File: src/rtl/store_buffer_pkg.sv
// store_buffer_pkg: shared types and default sizes for the posted-write store buffer.
package store_buffer_pkg;

    localparam int SB_DEPTH   = 4;
    localparam int SB_DATA_W  = 32;
    localparam int SB_ADDR_W  = 32;
    localparam int SB_MATCH_W = 8;

    // One buffered store. Field widths follow the package defaults.
    typedef struct packed {
        logic                 valid;
        logic [SB_ADDR_W-1:0] addr;
        logic [SB_DATA_W-1:0] data;
    } sb_entry_t;

    // Pointer width for a ring of the given depth (at least one bit).
    function automatic int sb_ptr_w(input int depth);
        return (depth > 1) ? $clog2(depth) : 1;
    endfunction

endpackage

File: src/rtl/store_buffer_if.sv
// store_buffer_if: CPU load/store port plus memory port of the store buffer.
// master = CPU/memory side, slave = store buffer.
interface store_buffer_if
    import store_buffer_pkg::*;
#(
    parameter int DEPTH  = SB_DEPTH,
    parameter int DATA_W = SB_DATA_W,
    parameter int ADDR_W = SB_ADDR_W
);
    localparam int CNT_W = $clog2(DEPTH) + 1;

    logic              st_valid;
    logic [ADDR_W-1:0] st_addr;
    logic [DATA_W-1:0] st_data;
    logic              st_ready;
    logic              ld_valid;
    logic [ADDR_W-1:0] ld_addr;
    logic [DATA_W-1:0] ld_data;
    logic              empty;
    logic [CNT_W-1:0]  count;
    logic              memWrite;
    logic              memRead;
    logic [ADDR_W-1:0] address;
    logic [DATA_W-1:0] writeData;
    logic [DATA_W-1:0] readData;

    modport master (
        output st_valid, st_addr, st_data, ld_valid, ld_addr, readData,
        input  st_ready, ld_data, empty, count, memWrite, memRead, address, writeData
    );

    modport slave (
        input  st_valid, st_addr, st_data, ld_valid, ld_addr, readData,
        output st_ready, ld_data, empty, count, memWrite, memRead, address, writeData
    );

endinterface

File: src/rtl/store_buffer_match.sv
// store_buffer_match: youngest-first match of a key against the buffered entries.
// Age is measured backwards from tail; one slot may be excluded (draining head).
module store_buffer_match #(
    parameter int DEPTH   = 4,
    parameter int MATCH_W = 8,
    parameter int DATA_W  = 32,
    parameter int PTR_W   = 2
) (
    input  logic [DEPTH-1:0]   valid,
    input  logic [MATCH_W-1:0] tag  [DEPTH],
    input  logic [DATA_W-1:0]  data [DEPTH],
    input  logic [PTR_W-1:0]   tail,
    input  logic [MATCH_W-1:0] key,
    input  logic               excl_en,
    input  logic [PTR_W-1:0]   excl_idx,
    output logic               hit,
    output logic [PTR_W-1:0]   idx,
    output logic [DATA_W-1:0]  hit_data
);

    // Scan oldest to youngest so the youngest match is the last one written.
    always_comb begin
        hit      = 1'b0;
        idx      = '0;
        hit_data = '0;
        for (int k = DEPTH; k >= 1; k--) begin
            if (valid[tail - PTR_W'(k)] &&
                tag[tail - PTR_W'(k)] == key &&
                !(excl_en && (tail - PTR_W'(k)) == excl_idx)) begin
                hit      = 1'b1;
                idx      = tail - PTR_W'(k);
                hit_data = data[tail - PTR_W'(k)];
            end
        end
    end

endmodule

File: src/rtl/store_buffer.sv
// store_buffer: posted-write FIFO between the load/store port and a single-port memory.
// Loads own the memory port; stores drain in FIFO order in load-free cycles.
// Optional STORE_BUFFER_COALESCE_EN merges a store into a matching non-draining entry.
module store_buffer
    import store_buffer_pkg::*;
#(
    parameter int DEPTH   = SB_DEPTH,
    parameter int DATA_W  = SB_DATA_W,
    parameter int ADDR_W  = SB_ADDR_W,
    parameter int MATCH_W = SB_MATCH_W
) (
    input  logic clk,
    input  logic reset,
    store_buffer_if.slave bus
);

    localparam int PTR_W = sb_ptr_w(DEPTH);
    localparam int CNT_W = PTR_W + 1;

    sb_entry_t           ent [DEPTH];
    logic [PTR_W-1:0]    head, tail;
    logic [CNT_W-1:0]    count;

    logic [DEPTH-1:0]     ent_valid;
    logic [MATCH_W-1:0]   ent_tag  [DEPTH];
    logic [SB_DATA_W-1:0] ent_data [DEPTH];

    logic                 full, drain, enq, alloc, upd, coalesce;
    logic [PTR_W-1:0]     st_idx;
    logic                 ld_hit;
    logic [SB_DATA_W-1:0] ld_hit_data;

    // Flatten the entry array into the fields the matchers compare.
    always_comb begin
        for (int i = 0; i < DEPTH; i++) begin
            ent_valid[i] = ent[i].valid;
            ent_tag[i]   = ent[i].addr[MATCH_W-1:0];
            ent_data[i]  = ent[i].data;
        end
    end

    store_buffer_match #(
        .DEPTH(DEPTH), .MATCH_W(MATCH_W), .DATA_W(SB_DATA_W), .PTR_W(PTR_W)
    ) u_ld_match (
        .valid(ent_valid), .tag(ent_tag), .data(ent_data), .tail(tail),
        .key(bus.ld_addr[MATCH_W-1:0]), .excl_en(1'b0), .excl_idx(head),
        .hit(ld_hit), .idx(), .hit_data(ld_hit_data)
    );

`ifdef STORE_BUFFER_COALESCE_EN
    store_buffer_match #(
        .DEPTH(DEPTH), .MATCH_W(MATCH_W), .DATA_W(SB_DATA_W), .PTR_W(PTR_W)
    ) u_st_match (
        .valid(ent_valid), .tag(ent_tag), .data(ent_data), .tail(tail),
        .key(bus.st_addr[MATCH_W-1:0]), .excl_en(drain), .excl_idx(head),
        .hit(coalesce), .idx(st_idx), .hit_data()
    );
`else
    assign coalesce = 1'b0;
    assign st_idx   = '0;
`endif

    assign full  = (count == CNT_W'(DEPTH));
    assign drain = !bus.ld_valid && (count != '0);
    assign enq   = bus.st_valid && bus.st_ready;
    assign alloc = enq && !coalesce;
    assign upd   = enq && coalesce;

    assign bus.st_ready = !full || coalesce;
    assign bus.empty    = (count == '0);
    assign bus.count    = count;

    // Memory port arbitration and load result; loads win over draining.
    always_comb begin
        bus.memWrite  = 1'b0;
        bus.memRead   = 1'b0;
        bus.address   = '0;
        bus.writeData = '0;
        bus.ld_data   = '0;
        if (bus.ld_valid) begin
            bus.memRead = 1'b1;
            bus.address = bus.ld_addr;
            bus.ld_data = ld_hit ? DATA_W'(ld_hit_data) : bus.readData;
        end else if (count != '0) begin
            bus.memWrite  = 1'b1;
            bus.address   = ADDR_W'(ent[head].addr);
            bus.writeData = DATA_W'(ent[head].data);
        end
    end

    // Ring pointers, occupancy and entry storage.
    always_ff @(posedge clk or posedge reset) begin
        if (reset) begin
            head  <= '0;
            tail  <= '0;
            count <= '0;
            for (int i = 0; i < DEPTH; i++) begin
                ent[i] <= '0;
            end
        end else begin
            if (drain) begin
                ent[head].valid <= 1'b0;
                head            <= head + PTR_W'(1);
            end
            if (alloc) begin
                ent[tail] <= '{valid: 1'b1,
                               addr:  SB_ADDR_W'(bus.st_addr),
                               data:  SB_DATA_W'(bus.st_data)};
                tail      <= tail + PTR_W'(1);
            end
            if (upd) begin
                ent[st_idx].addr <= SB_ADDR_W'(bus.st_addr);
                ent[st_idx].data <= SB_DATA_W'(bus.st_data);
            end
            count <= count + CNT_W'(alloc) - CNT_W'(drain);
        end
    end

endmodule

File: src/flat_wrapper.sv
// flat-port wrapper written by rule: the top's interface ports become plain ports
module store_buffer_flat import store_buffer_pkg::*;
#(
    parameter int DEPTH   = SB_DEPTH,
    parameter int DATA_W  = SB_DATA_W,
    parameter int ADDR_W  = SB_ADDR_W,
    parameter int MATCH_W = SB_MATCH_W
)
  (clk, reset, bus_st_valid, bus_st_addr, bus_st_data, bus_ld_valid, bus_ld_addr, bus_readData, bus_st_ready, bus_ld_data, bus_empty, bus_count, bus_memWrite, bus_memRead, bus_address, bus_writeData);
  store_buffer_if #(.DEPTH(DEPTH), .DATA_W(DATA_W), .ADDR_W(ADDR_W)) bus_i ();
  input  logic clk;
  input  logic reset;
  input wire logic [$bits(bus_i.st_valid)-1:0] bus_st_valid;
  input wire logic [$bits(bus_i.st_addr)-1:0] bus_st_addr;
  input wire logic [$bits(bus_i.st_data)-1:0] bus_st_data;
  input wire logic [$bits(bus_i.ld_valid)-1:0] bus_ld_valid;
  input wire logic [$bits(bus_i.ld_addr)-1:0] bus_ld_addr;
  input wire logic [$bits(bus_i.readData)-1:0] bus_readData;
  output wire logic [$bits(bus_i.st_ready)-1:0] bus_st_ready;
  output wire logic [$bits(bus_i.ld_data)-1:0] bus_ld_data;
  output wire logic [$bits(bus_i.empty)-1:0] bus_empty;
  output wire logic [$bits(bus_i.count)-1:0] bus_count;
  output wire logic [$bits(bus_i.memWrite)-1:0] bus_memWrite;
  output wire logic [$bits(bus_i.memRead)-1:0] bus_memRead;
  output wire logic [$bits(bus_i.address)-1:0] bus_address;
  output wire logic [$bits(bus_i.writeData)-1:0] bus_writeData;
  assign bus_i.st_valid = bus_st_valid;
  assign bus_i.st_addr = bus_st_addr;
  assign bus_i.st_data = bus_st_data;
  assign bus_i.ld_valid = bus_ld_valid;
  assign bus_i.ld_addr = bus_ld_addr;
  assign bus_i.readData = bus_readData;
  assign bus_st_ready = bus_i.st_ready;
  assign bus_ld_data = bus_i.ld_data;
  assign bus_empty = bus_i.empty;
  assign bus_count = bus_i.count;
  assign bus_memWrite = bus_i.memWrite;
  assign bus_memRead = bus_i.memRead;
  assign bus_address = bus_i.address;
  assign bus_writeData = bus_i.writeData;
  store_buffer #(.DEPTH(DEPTH), .DATA_W(DATA_W), .ADDR_W(ADDR_W), .MATCH_W(MATCH_W)) u_core (.clk(clk), .reset(reset), .bus(bus_i));
endmodule
File: config.mk
export PLATFORM = sky130hd
export DESIGN_NAME = store_buffer_flat
export DESIGN_NICKNAME = d
export VERILOG_FILES = /design/src/rtl/store_buffer_pkg.sv /design/src/rtl/store_buffer_if.sv /design/src/rtl/store_buffer_match.sv /design/src/rtl/store_buffer.sv /design/src/flat_wrapper.sv
export SDC_FILE = /design/constraint.sdc
export NUM_CORES = 1
export LEC_CHECK = 0
export BUFFER_PORTS_ARGS = -buffer_cell sky130_fd_sc_hd__buf_2
export CAP_MARGIN = 20
export CORE_ASPECT_RATIO = 0.6
export CORE_MARGIN = 1.5
export CORE_UTILIZATION = 45
export CTS_CLUSTER_SIZE = 8
export DETAILED_ROUTE_END_ITERATION = 10
export MAX_ROUTING_LAYER = met4
export SYNTH_ARGS = -nofsm -noshare
export SYNTH_HDL_FRONTEND = slang
export SYNTH_SLANG_ARGS = --single-unit
File: constraint.sdc
create_clock -name clk -period 18.15 [get_ports clk]
set_clock_uncertainty 0.05 [all_clocks]
set_input_delay 3.63 -clock clk [delete_from_list [all_inputs] [get_ports clk]]
set_output_delay 3.63 -clock clk [all_outputs]
set_load 0.05 [all_outputs]
==> metrics, run 1 <==
total track usage 25.7%; Slew HR 32.3%; Layout Utilization 52.7%; Lkg Pwr 8.41 nW; reg2reg start u_core.tail[0]; Cells after Synth about 1400; hold path start u_core.ent[191]; critical path capture point type output pin; Reg area 6700 um2; flops & latches, synth 267; switching power of the nets 1.85 mW; WL met1 23300 um; total grt overflow 0; drt wl/cell 23.9 um; DR top layer met4; met2 WL post-DR 22200 um; initial antenna violation count 4; count of cells resized by post-cts repair 0; CTS Buf Count 39; drt pass-1 iters 5; latest clock arrival within the worst-skew pair 530 ps; PortBufs 234; drt initial violations between 900 and 1000; core footprint 37800 um2; worst-margin pin slew approximately 1000 ps; ys async rst share 100%; crit path kind input pin to output pin; cell row count 55; Cell Int Power 2.52 mW; Ports 235; Final ANT Viol Nets 0; worst endpoint required time 14470 ps; final worst slack roughly 7600 ps; Main synth FF type dfrtp_1; syn_area_per_cell approximately 13 um2; share of layout cells above drive strength 1 49.4%; Sink Count between 200 and 300; vias in the first global route approximately 13000; clock share of power approximately 15%; Net Count, Synth 1504; pre-CTS setup slack 7420 ps; Seq/Total Area, Yosys 38.4%; Multi-input gate area 10100 um2; Total Nets Final 1665; Max Slew Vio Count 0; vias per cell just over 6; class of the worst hold path register to register; pwr dens 219 nW/um2; H-tree Lvls 2; Residual DRC 0; Fmax ~95 MHz; largest net degree at the start of global routing 130; Sw Share between 40% and 50%; share of power burned in registers about 29%; final WL 48800 um; Root Driver clkbuf_16; post-CTS setup buffers 0; initial core utilization 45.9%; EDFF count, synth 0; first-pass GRT wire length 77200 um; # setup viols final 0; RSZ-0062 raised after global routing no; clk buf depth 3; CP arrival 6870 ps; Cell Area, Synth 17400 um2; crit path from bus_ld_addr[4]; max-cap check violation count 0; Period Utilization, post-route 58.1%; Yosys Warn Count 0; outcome finished, final reports clean; via count 12625; CP startpoint kind input pin; dpl hpwl 30200 um; Combinational Power Share between 50% and 60%; Fin. Hold Viols 0; placer's final routability congestion estimate roughly 0.86; clock transition at the registers of the reported paths 40 ps; min cycle time layout 10550 ps; CTS tree done; TNS Setup 0 ps; peak supply drop 0.118 mV; crit-path max FO 45; die footprint 39900 um2; fillers 3330; area delta synth->final 14.8%; wire length on met3 2620 um; Distinct cells, synth 47; Die Y 155 um; Hold-fix buffers, CTS 0; Die Width 257 um
-- layer usage --
layer	vias to the layer above	GRT usage [%]
met4	0	5.69
met5	-	-
met3	57	4.58
li1	5603	-
met2	361	37.4
met1	6604	37.4
-- logic make-up (layout without fill, tap and decap cells) --
group / after synthesis / count (layout) / share of synthesized area [%]
AO/OA/AOI/OAI: 244 / 244 / 10.1
AND/OR/NAND/NOR: 145 / 145 / 3.89
buffers and inverters: 150 / 315 / 3.78
XOR/XNOR: 48 / 48 / 2.42
flip-flops: 267 / 267 / 38.4
adder cells (fa/ha/maj): 11 / 11 / 0.835
other: 0 / 3 / 0
multiplexers: 496 / 496 / 40.5
-- power groups by stage --
stage / Combinational [mW] / Sequential [mW] / Clock, mW
floorplan: 2.05 / 1.11 / 0
finish: 2.45 / 1.26 / 0.648
global route: 2.63 / 1.32 / 0.691
detailed placement: 2.45 / 1.26 / 0
CTS: 2.47 / 1.25 / 0.665
global placement: 2.43 / 1.24 / 0
-- placed cells by master (no fill, tap or decap), types with 3 or more instances in the layout --
cell type | Yosys | layout
o21ai_0 | 85 | 85
inv_1 | 9 | 8
nand2_4 | 0 | 4
mux2_2 | 293 | 293
a22o_1 | 32 | 32
mux2i_1 | 62 | 62
o311a_1 | 22 | 22
mux4_2 | 136 | 136
o32ai_1 | 3 | 3
diode_2 | 0 | 3
a221o_1 | 10 | 10
a21oi_1 | 30 | 30
nand2_1 | 87 | 83
buf_2 | 16 | 233
xnor2_1 | 30 | 30
mux2_4 | 3 | 3
xor2_1 | 18 | 18
nand4_1 | 3 | 3
a32o_1 | 22 | 22
and2_1 | 34 | 33
clkbuf_16 | 0 | 39
a221oi_1 | 22 | 22
o2111ai_1 | 10 | 10
buf_4 | 7 | 24
ha_1 | 10 | 9
dfrtp_1 | 267 | 263
dfrtp_4 | 0 | 4
nor3_1 | 5 | 5
o21ai_1 | 3 | 3
nor2_1 | 5 | 4
-- through the flow --
step	instance area, um2	hold slack, ps	power, mW	instances
floorplan	17400	415	3.16	1361
global placement	18900	433	3.66	1992
detailed placement	18900	437	3.71	1992
CTS	19900	448	4.38	2037
global route	20000	451	4.64	2042
finish	20000	446	4.36	2042
-- cell type report --
class	count	share of cell area [%]
Clock inverter	4	0.301
Sequential cell	267	33.6
Tap cell	513	3.22
Timing Repair Buffer	259	6.96
Inverter	11	0.244
Multi-Input combinational cell	944	50.8
Antenna cell	3	0.0376
Clock buffer	41	4.93
-- synth_stat cells, types with 4 or more instances --
cell	count	area [um2]
nor3_1	5	25.0
a221o_1	10	100
and2_1	34	213
ha_1	10	125
nor2_1	5	18.8
a221oi_1	22	193
nand2_1	87	327
dfrtp_1	267	6680
a21oi_1	30	150
mux4_2	136	3060
a32o_1	22	220
clkbuf_1	96	360
o21ai_0	85	425
buf_6	4	45.0
a22o_1	32	280
mux2i_1	62	621
xor2_1	18	158
buf_2	16	80.1
inv_1	9	33.8
buf_1	14	52.6
buf_4	7	52.6
o2111ai_1	10	87.6
o311a_1	22	220
xnor2_1	30	263
mux2_2	293	3300
-- worst max-delay path: stages --
cell and delay (ps):
buf_2 180, xor2_1 170, o32ai_1 230, nand4_1 140
mux2i_1 300, and2_2 200, buf_4 510, or4_1 430
buf_4 410, o311a_1 240, a32o_1 130, buf_2 260
-- worst paths after layout --
path | endpoint | slack [ps] | depth (start not counted)
setup / recovery | bus_ld_data[5] | 7600 | 12
hold / removal | u_core.ent[191] | 450 | 1
setup reg to reg | u_core.ent[53] | 14660 | 5
max in group asynchronous | u_core.ent[26] | 13330 | 3
min in group asynchronous | u_core.ent[116] | 3210 | 2
hold reg to reg | u_core.ent[191] | 450 | 1
-- state kept, by name (all words and copies together), names as in the netlist --
signal / flops
u_core.head: 2
u_core.tail: 2
u_core.ent: 260
u_core.bus.count: 3
No activity file was read; power rests on OpenSTA's default activity.
==> run 2, diff against run 1 <==
--- a/config.mk
+++ b/config.mk
@@ -13,6 +13,7 @@
 export CTS_CLUSTER_SIZE = 8
 export DETAILED_ROUTE_END_ITERATION = 10
 export MAX_ROUTING_LAYER = met4
+export PLACE_DENSITY = 0.67
 export SYNTH_ARGS = -nofsm -noshare
 export SYNTH_HDL_FRONTEND = slang
 export SYNTH_SLANG_ARGS = --single-unit
==> constraint.sdc (replaced) <==
create_clock -name clk -period 9.7 [get_ports clk]
set_clock_uncertainty 0.05 [all_clocks]
set_input_delay 1.94 -clock clk [delete_from_list [all_inputs] [get_ports clk]]
set_output_delay 1.94 -clock clk [all_outputs]
set_load 0.05 [all_outputs]
==> run 2 against run 1 <==
Hold slack is essentially flat. Sequential cell count stayed put. Core utilization fell by 0.13 points. Critical path depth down 2. Sequential power is 88% higher. Combinational power grew 86%. Via count is 1.5% higher. Cell area is 0.24% lower. Sequential share of layout area increased by 0.082 points. Cell count about the same. Clock power increased by 85%.
==> metrics, run 2 (synthesis gave the netlist of run 1 again) <==
outcome finished, final reports clean; H-tree Lvls 2; Final Power 8.13 mW; # setup viols final 0; drt pass-1 iters 6; vias per cell 6.28; Die Width 257 um; total grt overflow 0; core footprint 37800 um2; pwr dens 408 nW/um2; via count 12812; Total Nets Final 1663; largest net degree at the start of global routing 131; clock share of power around 15%; die footprint around 40000 um2; latest clock arrival within the worst-skew pair 530 ps; dpl hpwl 30600 um; Ports 235; Residual DRC 0; Sink Count 267; Final ANT Viol Nets 0; first-pass GRT wire length 76700 um; Multi-input gate area 10100 um2; switching power of the nets 3.44 mW; Largest register FFs 260; CTS Buf Count 39; leading cell type in the layout, fill and taps excluded mux2_2; FF-to-FF End u_core.ent[187]; class of the worst hold path register to register; Hold-fix buffers, CTS 0; Root Driver clkbuf_16; Cell Int Power 4.70 mW; Period Utilization, post-route roughly four fifths; Largest Register u_core.ent; vias in the first global route roughly 13000; total track usage 25.4%; reg2reg start u_core.tail[0]; flop-to-flop setup slack 6400 ps; max-cap check violation count 0; R2R cell count 5; CTS tree done; final worst slack 1860 ps; crit path from bus_ld_addr[4]; commonest non-fill, non-tap cells in the layout mux2_2 (293), dfrtp_1 (263), buf_2 (233), mux4_2 (136), o21ai_0 (85); Lkg Pwr 8.39 nW; DP Area 18900 um2; worst-margin pin slew 1130 ps; RSZ-0062 raised after global routing no; clk buf depth 3; WHS Endpoint u_core.ent[171]; drt wl/cell 23.9 um; cell row count 55; TNS Setup 0 ps; post-route design area 19900 um2; count of cells resized by post-cts repair 0; peak supply drop about 0.28 mV; share of layout cells above drive strength 1 slightly below 50%; pre-CTS setup slack 1980 ps; biggest registers after layout u_core.ent: 260 flops, u_core.bus.count: 3 flops; post-CTS setup buffers 0; initial antenna violation count 3; Sw Share 42.2%; min cycle time layout approximately 8000 ps; Combinational Power Share 56.1%; PortBufs approximately 230; CP arrival roughly 5900 ps; Fin. Hold Viols 0; initial core utilization 45.9%; Fmax 127 MHz; crit path kind input pin to output pin; clock transition at the registers of the reported paths 50 ps; final WL 48800 um; area delta synth->final 14.5%; Hold WS 446 ps; placer's final routability congestion estimate about 0.84; Reg area 6700 um2; critical path capture point type output pin; fillers 3325; Hold Path Stages 1; hold path start u_core.ent[171]; drt initial violations 884; worst endpoint required time just under 8000 ps; Slew HR 24.3%; share of power burned in registers between 20% and 30%; Max Slew Vio Count 0; CP startpoint kind input pin; crit-path max FO 22; Die Y 155 um
==> run 2: changes by cell type in the layout (fill, tap and decap cells not counted), sizes merged <==
cell    previous run  this run
clkinv             2         0
buf              259       257
inv               12        14
==> run 2: cell type report <==
| cell class | instances | share of cell area (%) |
|---|---|---|
| flip-flops and latches | 267 | 33.6 |
| diodes | 3 | 0.0377 |
| inverters | 11 | 0.245 |
| repair buffers | 257 | 6.86 |
| clock buffers | 41 | 4.94 |
| multi-input cells | 944 | 50.9 |
| well taps | 513 | 3.22 |
| clock inverters | 4 | 0.170 |
==> run 2: routing by layer <==
| layer | up-vias | track usage, % | share of wire [%] |
|---|---|---|---|
| met4 | 0 | 6.72 | 2.0 |
| li1 | 5586 | - | - |
| met3 | 85 | 5.29 | 6.7 |
| met1 | 6699 | 34.5 | 45 |
| met5 | - | - | 0 |
| met2 | 442 | 38.8 | 46 |
==> run 2: worst max path at each step <==
| stage | endpoint | slack, ps | cells past startpoint |
|---|---|---|---|
| after floorplan | u_core.bus.count[0] | 360 | 1 |
| after global placement | bus_ld_data[24] | 2040 | 10 |
| after detailed placement | bus_ld_data[30] | 1980 | 10 |
| after CTS | bus_ld_data[12] | 1870 | 11 |
| after global routing | bus_ld_data[24] | 1610 | 10 |
| final | bus_ld_data[30] | 1860 | 10 |
==> run 2: worst max-delay path, stage by stage <==
cell,delay [ps]
buf_2,170
xor2_1,160
o32ai_1,270
nand4_1,150
mux2_2,300
nor2_1,850
nand3b_1,960
o21ai_0,580
a32o_1,180
buf_2,290
==> run 2: power groups by stage <==
stage / Clock [mW] / Sequential (mW) / Combinational [mW]
after floorplan: 0 / 2.07 / 3.84
after global placement: 0 / 2.29 / 4.48
after detailed placement: 0 / 2.35 / 4.55
after CTS: 1.23 / 2.34 / 4.58
after global routing: 1.28 / 2.46 / 4.89
final: 1.20 / 2.37 / 4.56
==> run 2: per-stage QoR <==
step | util (%) | std cells
global route | 52.6 | 2040
CTS | 52.5 | 2035
detailed placement | 49.8 | 1990
global placement | 49.8 | 1990
floorplan | - | 1361
finish | 52.6 | 2040
